===== src/rtl/uart_rx.sv =====
// UART receiver: oversampled start/data/stop framing with a valid/ready output register.
// Latency: the word appears one clk after the stop-bit sample tick (2-flop input synchronizer ahead of the FSM).
// Backpressure: the word is held in rx_data until it is accepted; a new good frame arriving while a word is pending is dropped and flagged with overrun_err.
//
// Ports:
//   clk, reset          rising-edge clock, synchronous active-high reset
//   rx_tick             oversample enable, one pulse per 1/OVERSAMPLE_RATE bit period
//   rx_serial           asynchronous serial line, idles high
//   rx_ready            consumer accepts rx_data when high together with rx_valid
//   rx_data/rx_valid    received word (LSB = first bit on the line) and its pending flag
//   rx_busy             FSM not in IDLE
//   frame_err           one-cycle pulse: stop bit sampled low
//   overrun_err         one-cycle pulse: good frame dropped because rx_valid was pending
module uart_rx #(
    parameter int DATA_BITS       = 8,
    parameter int OVERSAMPLE_RATE = 8
) (
    input  logic                 clk,
    input  logic                 reset,
    input  logic                 rx_tick,
    input  logic                 rx_serial,
    input  logic                 rx_ready,
    output logic [DATA_BITS-1:0] rx_data,
    output logic                 rx_valid,
    output logic                 rx_busy,
    output logic                 frame_err,
    output logic                 overrun_err
);

    localparam int CNT_W = $clog2(OVERSAMPLE_RATE);
    localparam int IDX_W = $clog2(DATA_BITS + 1);

    // Start bit is checked at mid-bit; every later sample is one full bit period on.
    localparam logic [CNT_W-1:0] CNT_HALF = CNT_W'(OVERSAMPLE_RATE / 2 - 1);
    localparam logic [CNT_W-1:0] CNT_FULL = CNT_W'(OVERSAMPLE_RATE - 1);
    localparam logic [IDX_W-1:0] IDX_LAST = IDX_W'(DATA_BITS - 1);

    localparam logic [2:0] S_IDLE      = 3'd0;
    localparam logic [2:0] S_START     = 3'd1;
    localparam logic [2:0] S_DATA      = 3'd2;
    localparam logic [2:0] S_STOP      = 3'd3;
    localparam logic [2:0] S_WAIT_HIGH = 3'd4;

    logic                 sync1_q, sync2_q;
    logic [2:0]           state_q, state_d;
    logic [CNT_W-1:0]     cnt_q, cnt_d;
    logic [IDX_W-1:0]     idx_q, idx_d;
    logic [DATA_BITS-1:0] shift_q, shift_d;
    logic [DATA_BITS-1:0] data_q, data_d;
    logic                 valid_q, valid_d;
    logic                 busy_q;
    logic                 ferr_q, ferr_d;
    logic                 ovr_q, ovr_d;
    logic                 stop_good, stop_bad;
    logic                 line;

    assign line = sync2_q;

    // Framing FSM; only moves on oversample ticks.
    always_comb begin
        state_d   = state_q;
        cnt_d     = cnt_q;
        idx_d     = idx_q;
        shift_d   = shift_q;
        stop_good = 1'b0;
        stop_bad  = 1'b0;
        if (rx_tick) begin
            case (state_q)
                S_IDLE: begin
                    if (!line) begin
                        state_d = S_START;
                        cnt_d   = '0;
                    end
                end
                S_START: begin
                    if (cnt_q == CNT_HALF) begin
                        if (line) begin
                            state_d = S_IDLE;       // glitch, not a start bit
                        end else begin
                            state_d = S_DATA;
                            cnt_d   = '0;
                            idx_d   = '0;
                        end
                    end else begin
                        cnt_d = cnt_q + 1'b1;
                    end
                end
                S_DATA: begin
                    if (cnt_q == CNT_FULL) begin
                        cnt_d   = '0;
                        // Shift right so the first bit ends up in the LSB.
                        shift_d = {line, shift_q[DATA_BITS-1:1]};
                        idx_d   = idx_q + 1'b1;
                        if (idx_q == IDX_LAST) begin
                            state_d = S_STOP;
                        end
                    end else begin
                        cnt_d = cnt_q + 1'b1;
                    end
                end
                S_STOP: begin
                    if (cnt_q == CNT_FULL) begin
                        cnt_d = '0;
                        if (line) begin
                            stop_good = 1'b1;
                            state_d   = S_IDLE;
                        end else begin
                            stop_bad  = 1'b1;
                            state_d   = S_WAIT_HIGH;
                        end
                    end else begin
                        cnt_d = cnt_q + 1'b1;
                    end
                end
                S_WAIT_HIGH: begin
                    // A broken frame's low line must not look like a new start bit.
                    if (line) begin
                        state_d = S_IDLE;
                    end
                end
                default: state_d = S_IDLE;
            endcase
        end
    end

    // Output register and handshake; evaluated every clk.
    always_comb begin
        data_d  = data_q;
        valid_d = valid_q;
        ovr_d   = 1'b0;
        ferr_d  = stop_bad;
        if (stop_good && (!valid_q || rx_ready)) begin
            data_d  = shift_q;
            valid_d = 1'b1;
        end else if (stop_good) begin
            ovr_d   = 1'b1;
        end else if (valid_q && rx_ready) begin
            valid_d = 1'b0;
        end
    end

    always_ff @(posedge clk) begin
        if (reset) begin
            sync1_q <= 1'b1;
            sync2_q <= 1'b1;
            state_q <= S_IDLE;
            cnt_q   <= '0;
            idx_q   <= '0;
            shift_q <= '0;
            data_q  <= '0;
            valid_q <= 1'b0;
            busy_q  <= 1'b0;
            ferr_q  <= 1'b0;
            ovr_q   <= 1'b0;
        end else begin
            sync1_q <= rx_serial;
            sync2_q <= sync1_q;
            state_q <= state_d;
            cnt_q   <= cnt_d;
            idx_q   <= idx_d;
            shift_q <= shift_d;
            data_q  <= data_d;
            valid_q <= valid_d;
            busy_q  <= (state_d != S_IDLE);
            ferr_q  <= ferr_d;
            ovr_q   <= ovr_d;
        end
    end

    assign rx_data     = data_q;
    assign rx_valid    = valid_q;
    assign rx_busy     = busy_q;
    assign frame_err   = ferr_q;
    assign overrun_err = ovr_q;

endmodule


===== config.mk =====
export PLATFORM = sky130hd
export DESIGN_NAME = uart_rx
export DESIGN_NICKNAME = d
export VERILOG_FILES = /design/src/rtl/uart_rx.sv
export SDC_FILE = /design/constraint.sdc
export NUM_CORES = 1
export LEC_CHECK = 0
export BUFFER_PORTS_ARGS = -buffer_cell sky130_fd_sc_hd__buf_4
export CAP_MARGIN = 20
export CORE_MARGIN = 1.5
export CORE_UTILIZATION = 40
export CTS_CLUSTER_SIZE = 10
export DETAILED_ROUTE_END_ITERATION = 10
export GPL_ROUTABILITY_DRIVEN = 1
export GPL_TIMING_DRIVEN = 0
export PLACE_DENSITY = 0.67
export SYNTH_ARGS = -nofsm -noshare
export SYNTH_HDL_FRONTEND = slang
export SYNTH_SLANG_ARGS = --single-unit

===== constraint.sdc =====
create_clock -name clk -period 2.4 [get_ports clk]
set_clock_uncertainty 0.2 [all_clocks]
set_input_delay 0.72 -clock clk [delete_from_list [all_inputs] [get_ports clk]]
set_output_delay 0.72 -clock clk [all_outputs]
set_load 0.05 [all_outputs]

==> results of run 1 <==
## registers in the layout, summed over array words and instances, names as in the netlist, 3 cells and up
register and flops:
idx_q 4, shift_q 8, state_q 3, rx_data 8
cnt_q 3
## kinds of logic (layout without fill, tap and decap cells)
kind of cell    after synthesis  after routing  share of synthesized area
compound gates               24             24                      0.113
fa+ha+maj                     6              6                     0.0524
buf+inv                      11             35                     0.0384
flops                        32             32                      0.447
mux                          17             17                      0.119
simple gates                 57             57                      0.230
## stage by stage
step / cells / area, sq um / total power [uW]
detailed placement: 209 / 1610 / 585
finish: 217 / 1670 / 874
global route: 217 / 1670 / 912
floorplan: 147 / 1430 / 571
global placement: 209 / 1610 / 584
CTS: 217 / 1670 / 889
## area by class of cell
class,count,area [sq um],area share
plain buffers,7,40.0,0.0240
clock buffers,5,37.5,0.0225
clock inverters,3,18.8,0.0113
inverters,4,15.0,0.00900
multi-input cells,104,738,0.443
flip-flops and latches,32,641,0.384
well taps,46,57.6,0.0345
repair buffers,16,120,0.0720
## report_power, final
group          total (uW)  internal, uW  switching, uW
sequential            537           534           3.01
combinational        36.2          14.5           21.6
clock                 301           112            189
## Yosys cell counts, types with 2 or more instances
| master | n |
|---|---|
| buf_2 | 2 |
| inv_1 | 3 |
| nand3b_1 | 2 |
| or2_2 | 2 |
| nor2b_1 | 7 |
| o21ai_0 | 4 |
| o21ai_1 | 2 |
| dfxtp_1 | 32 |
| nand2b_1 | 4 |
| nor2_1 | 22 |
| nor3_1 | 2 |
| clkbuf_1 | 3 |
| nand2_1 | 4 |
| a21oi_1 | 7 |
| a32oi_1 | 2 |
| nand3_1 | 3 |
| ha_1 | 6 |
| mux2i_1 | 17 |
| a211oi_1 | 2 |
## final timing paths
path              startpoint       to  slack [ps]
setup / recovery    cnt_q[0]  rx_busy         340
hold / removal       sync1_q     line         220
setup reg to reg    cnt_q[0]  rx_busy         340
hold reg to reg      sync1_q     line         220
## layout by cell type, fill, tap and decap left out, types with 2 or more instances in the layout
master    Yosys  layout
nand3_1       3       3
buf_2         2       2
nand2_1       4       4
buf_4         1      17
clkinv_2      0       2
a32oi_1       2       2
or2_2         2       2
ha_1          6       6
mux2i_1      17      17
clkbuf_4      0       5
nor2b_1       7       7
nand2b_1      4       4
a21oi_1       7       7
o21ai_1       2       2
nor2_1       22      22
o21ai_0       4       4
dfxtp_1      32      32
inv_1         3       3
a211oi_1      2       2
nand3b_1      2       2
nor3_1        2       2
clkbuf_1      3       3
## per-layer routing
metal	global-route usage	routed length, um	vias to the layer above
met5	0	0	-
met4	0.0778	65	0
met3	0.0432	85	7
met2	0.253	1300	17
met1	0.177	1250	529
li1	-	-	567
==> results.txt, run 1 <==
outcome: complete, no violations
# Post-CTS Setup Buffers: 0
total nets after synthesis: 158
worst setup margin: 343 ps
clk buf depth: 2
Slew Limit Headroom: 0.689
CP bufs+invs: 0
number of fill cells in the layout: 311
via count of the first global-routing pass: 1,102
Async SR Flop Fraction: 0
portion of the post-synthesis area used by sequential elements: 0.447
Tightest Hold Check Type: register to register
first-iteration detailed-routing DRC count: 31
Clk Tree Root Cell: clkbuf_4
proportion of layout cells with a drive suffix above 1: 0.216
chip width: 62.9 um
clock sink count: 32
depth of the critical timing path with buffers and inverters included: 6
worst endpoint data arrival time: 2140 ps
Fmax: 0.486 GHz
number of rows in the core area: 21
average wire per cell in the routed design: 12.5 um
Vert. Die Dim: 62.9 um
post-route fraction of the period consumed by the critical path: 0.857
Pwr Density: 524 nW/um^2
Via-to-Cell Ratio: 5.16
Layout Area Growth over Synthesis: 16.3%
number of antenna violations at the first check in global routing: 0
later-pin clock latency in the skew report: 340 ps
number of max-slew violations in the final report: 0
Synth Warn #: 0
most used flip-flop cell after synthesis: dfxtp_1
Core Box Area: 3390 sq um
Worst Hold Path Cells: 1
worst IR drop on VDD: 0.377 mV
ordered cell list for the critical path: ha_1 -> ha_1 -> nor2b_1 -> a2111o_1 -> a311oi_2 -> or3_1
FF-to-FF path depth: 6
category of the most critical setup path: register to register
Final Hold Viols: 0
maximum fanout along the worst path: 4
die area: 3950 sq um
Mapped Cells: 147
delay contributed by the slowest stage of the critical path: 370 ps
clock buffer count from CTS: 5
synthesized flop and latch total: 32
slowest cell on the critical path: a2111o_1
LEAKAGE: 0.000783 uW
Worst Path Required: 2480 ps
actual slew at the worst max-slew pin: 464 ps
Net count, final: 181
unrepaired setup endpoints after global routing: no
final core occ: 0.492
number of optimization iterations in the first detailed-route pass: 4
Post-Syn Area: 1430 sq um
global route total overflow: 0
GRT Util Overall: 0.152
global-route wire length before repair: 4.73 mm
starting density of the core: 0.423
sort of element at the start of the critical path: register
I/O pin count: 17
Yosys top cell area share: 0.447
HPWL reported at the end of detailed placement: 2.04 mm
input/output buffers: 16
via count of the routed design: 1,120
cell with the most instances on the worst path: ha_1
antenna-violating nets left: 0
worst hold slack: 220 ps
synthesized area divided by synthesized cell count: 9.75 sq um
final setup violation count: 0
number of enable flip-flop cells after synthesis: 0
Total Routed Length: 2.70 mm
CP Capture Type: register
leading cell types by total area after synthesis: dfxtp_1 45%, mux2i_1 12%, nor2_1 5.8%, ha_1 5.2%, nor2b_1 3.1%
Period minus WS final: 2060 ps
diode count: 0
kind of cell with the highest combined delay on the critical path: compound AO/OA/AOI/OAI gates
Unique masters post-synth: 40
setup slack at placement: 353 ps
CTS Hold Buffers Added: 0
clock tree from TritonCTS: built
residual DRC count: 0
post-synthesis cell type with the largest combined area: dfxtp_1
count of H-tree levels built during CTS: 2
Setup Total Neg Slack: 0 ps
post-cts resize count: 0
largest net degree at the start of global routing: 12
final weighted congestion in routability-driven placement: 0.742
CTS clk-pin slew, worst paths: 110 ps
# Max-Cap Violations: 0
(Power assumes the default switching activity.)
==> run 2: changes to the inputs <==
==> constraint.sdc (replaced) <==
create_clock -name clk -period 2.4 [get_ports clk]
set_clock_uncertainty 0.2 [all_clocks]
set_input_delay 0.24 -clock clk [delete_from_list [all_inputs] [get_ports clk]]
set_output_delay 0.24 -clock clk [all_outputs]
set_load 0.05 [all_outputs]
==> run 2 against run 1 <==
Net effect: clock power hardly changed; count of clock-buffer cells in the layout did not move; die area unchanged; highest routed layer unchanged; critical path type unchanged.
==> results.txt, run 2 (synthesis results as in run 1) <==
number of antenna violations at the first check in global routing: 0
Core Box Area: 3390 sq um
CTS Hold Buffers Added: 2
Via-to-Cell Ratio: 5.20
# Max-Cap Violations: 0
P_int: 663 uW
placed cells: 209
average wire per cell in the routed design: 12.4 um
CTS clk-pin slew, worst paths: 100 ps
global-route wire length before repair: 4.77 mm
part of the power in the clock network: 0.344
Layout Area Growth over Synthesis: 17.7%
via count of the first global-routing pass: 1,122
category of the most critical setup path: register to register
post-cts resize count: 0
clock tree from TritonCTS: built
GRT Util Overall: 0.153
number of optimization iterations in the first detailed-route pass: 4
number of rows in the core area: 21
portion of total power attributed to combinational logic: 0.044
chip width: 62.9 um
clk buf depth: 2
commonest cells after routing, fill and taps aside: 32 x dfxtp_1, 22 x nor2_1, 17 x mux2i_1, 17 x buf_4
Clk Tree Root Cell: clkbuf_4
post-route fraction of the period consumed by the critical path: 0.857
largest net degree at the start of global routing: 12
global route total overflow: 0
worst setup margin: 344 ps
net load switching power: 214 uW
via count of the routed design: 1,139
Slew Limit Headroom: 0.693
final weighted congestion in routability-driven placement: 0.742
register cell area after layout: 641 sq um
actual slew at the worst max-slew pin: 459 ps
Fmax: 0.486 GHz
final setup violation count: 0
multi-input gate area in the final layout: 738 sq um
Tightest Hold Check Type: input pin to register
I/O pin count: 17
diode count: 0
Pwr Density: 519 nW/um^2
Worst Path Required: 2480 ps
outcome: complete, no violations
residual DRC count: 0
clock buffer count from CTS: 5
Period minus WS final: 2060 ps
Final Hold Viols: 0
count of H-tree levels built during CTS: 2
final cell count without fillers: 219
most common cell after layout, fill and taps aside: dfxtp_1
HPWL reported at the end of detailed placement: 2.04 mm
setup slack at placement: 359 ps
number of max-slew violations in the final report: 0
Total Routed Length: 2.73 mm
CP Capture Type: register
antenna-violating nets left: 0
proportion of layout cells with a drive suffix above 1: 0.214
# Post-CTS Setup Buffers: 0
first-iteration detailed-routing DRC count: 23
worst IR drop on VDD: 0.378 mV
LEAKAGE: 0.000791 uW
maximum fanout along the worst path: 4
starting density of the core: 0.423
share of total power consumed by net switching: 0.244
Vert. Die Dim: 62.9 um
clock sink count: 32
Reg power frac: 0.612
later-pin clock latency in the skew report: 340 ps
number of fill cells in the layout: 307
die area: 3950 sq um
sort of element at the start of the critical path: register
unrepaired setup endpoints after global routing: no
input/output buffers: 16
Setup Total Neg Slack: 0 ps
Net count, final: 183
worst endpoint data arrival time: 2140 ps
run 2: power by group through the flow:
stage                     clock (uW)  combinational (uW)  sequential (uW)
after global placement             0                35.4              549
after global routing             334                43.3              538
after CTS                        316                39.2              537
after detailed placement           0                36.5              549
final                            301                38.8              537
after floorplan                    0                21.4              550
run 2: layout make-up:
cell class | instances | area share
Multi-Input combinational cell | 104 | 0.437
Sequential cell | 32 | 0.380
Timing Repair Buffer | 18 | 0.0830
Tap cell | 46 | 0.0341
Buffer | 7 | 0.0237
Clock buffer | 5 | 0.0222
Clock inverter | 3 | 0.0111
Inverter | 4 | 0.00890
run 2: path summary, 6_finish.rpt:
kind,cells past startpoint,slack (ps),end,from
worst max register to register,6,340,rx_busy,cnt_q[0]
worst max-delay path,6,340,rx_busy,cnt_q[0]
worst min register to register,1,220,line,sync1_q
worst min-delay path,3,60,overrun_err,rx_ready
run 2: per-stage QoR:
stage	util	hold WS, ps	area [sq um]	power [uW]
final	0.498	62.0	1690	877
after detailed placement	0.475	205	1610	585
after CTS	0.498	55.7	1690	892
after global routing	0.498	66.4	1690	915
after floorplan	-	112	1430	571
after global placement	0.475	193	1610	584
run 2: per-layer routing:
metal  GRT usage  part of all wire  up-vias  wire, um
met5           0                 0        -         0
met2       0.257              0.48       22      1320
li1            -                 -      572         -
met1       0.177              0.45      538      1240
met4      0.0778             0.024        0        65
met3      0.0432             0.039        7       107
run 2: critical path: stages (launching register included):
cell	delay, ps
dfxtp_1	340
ha_1	260
ha_1	220
nor2b_1	150
a2111o_1	370
a311oi_2	310
or3_1	150
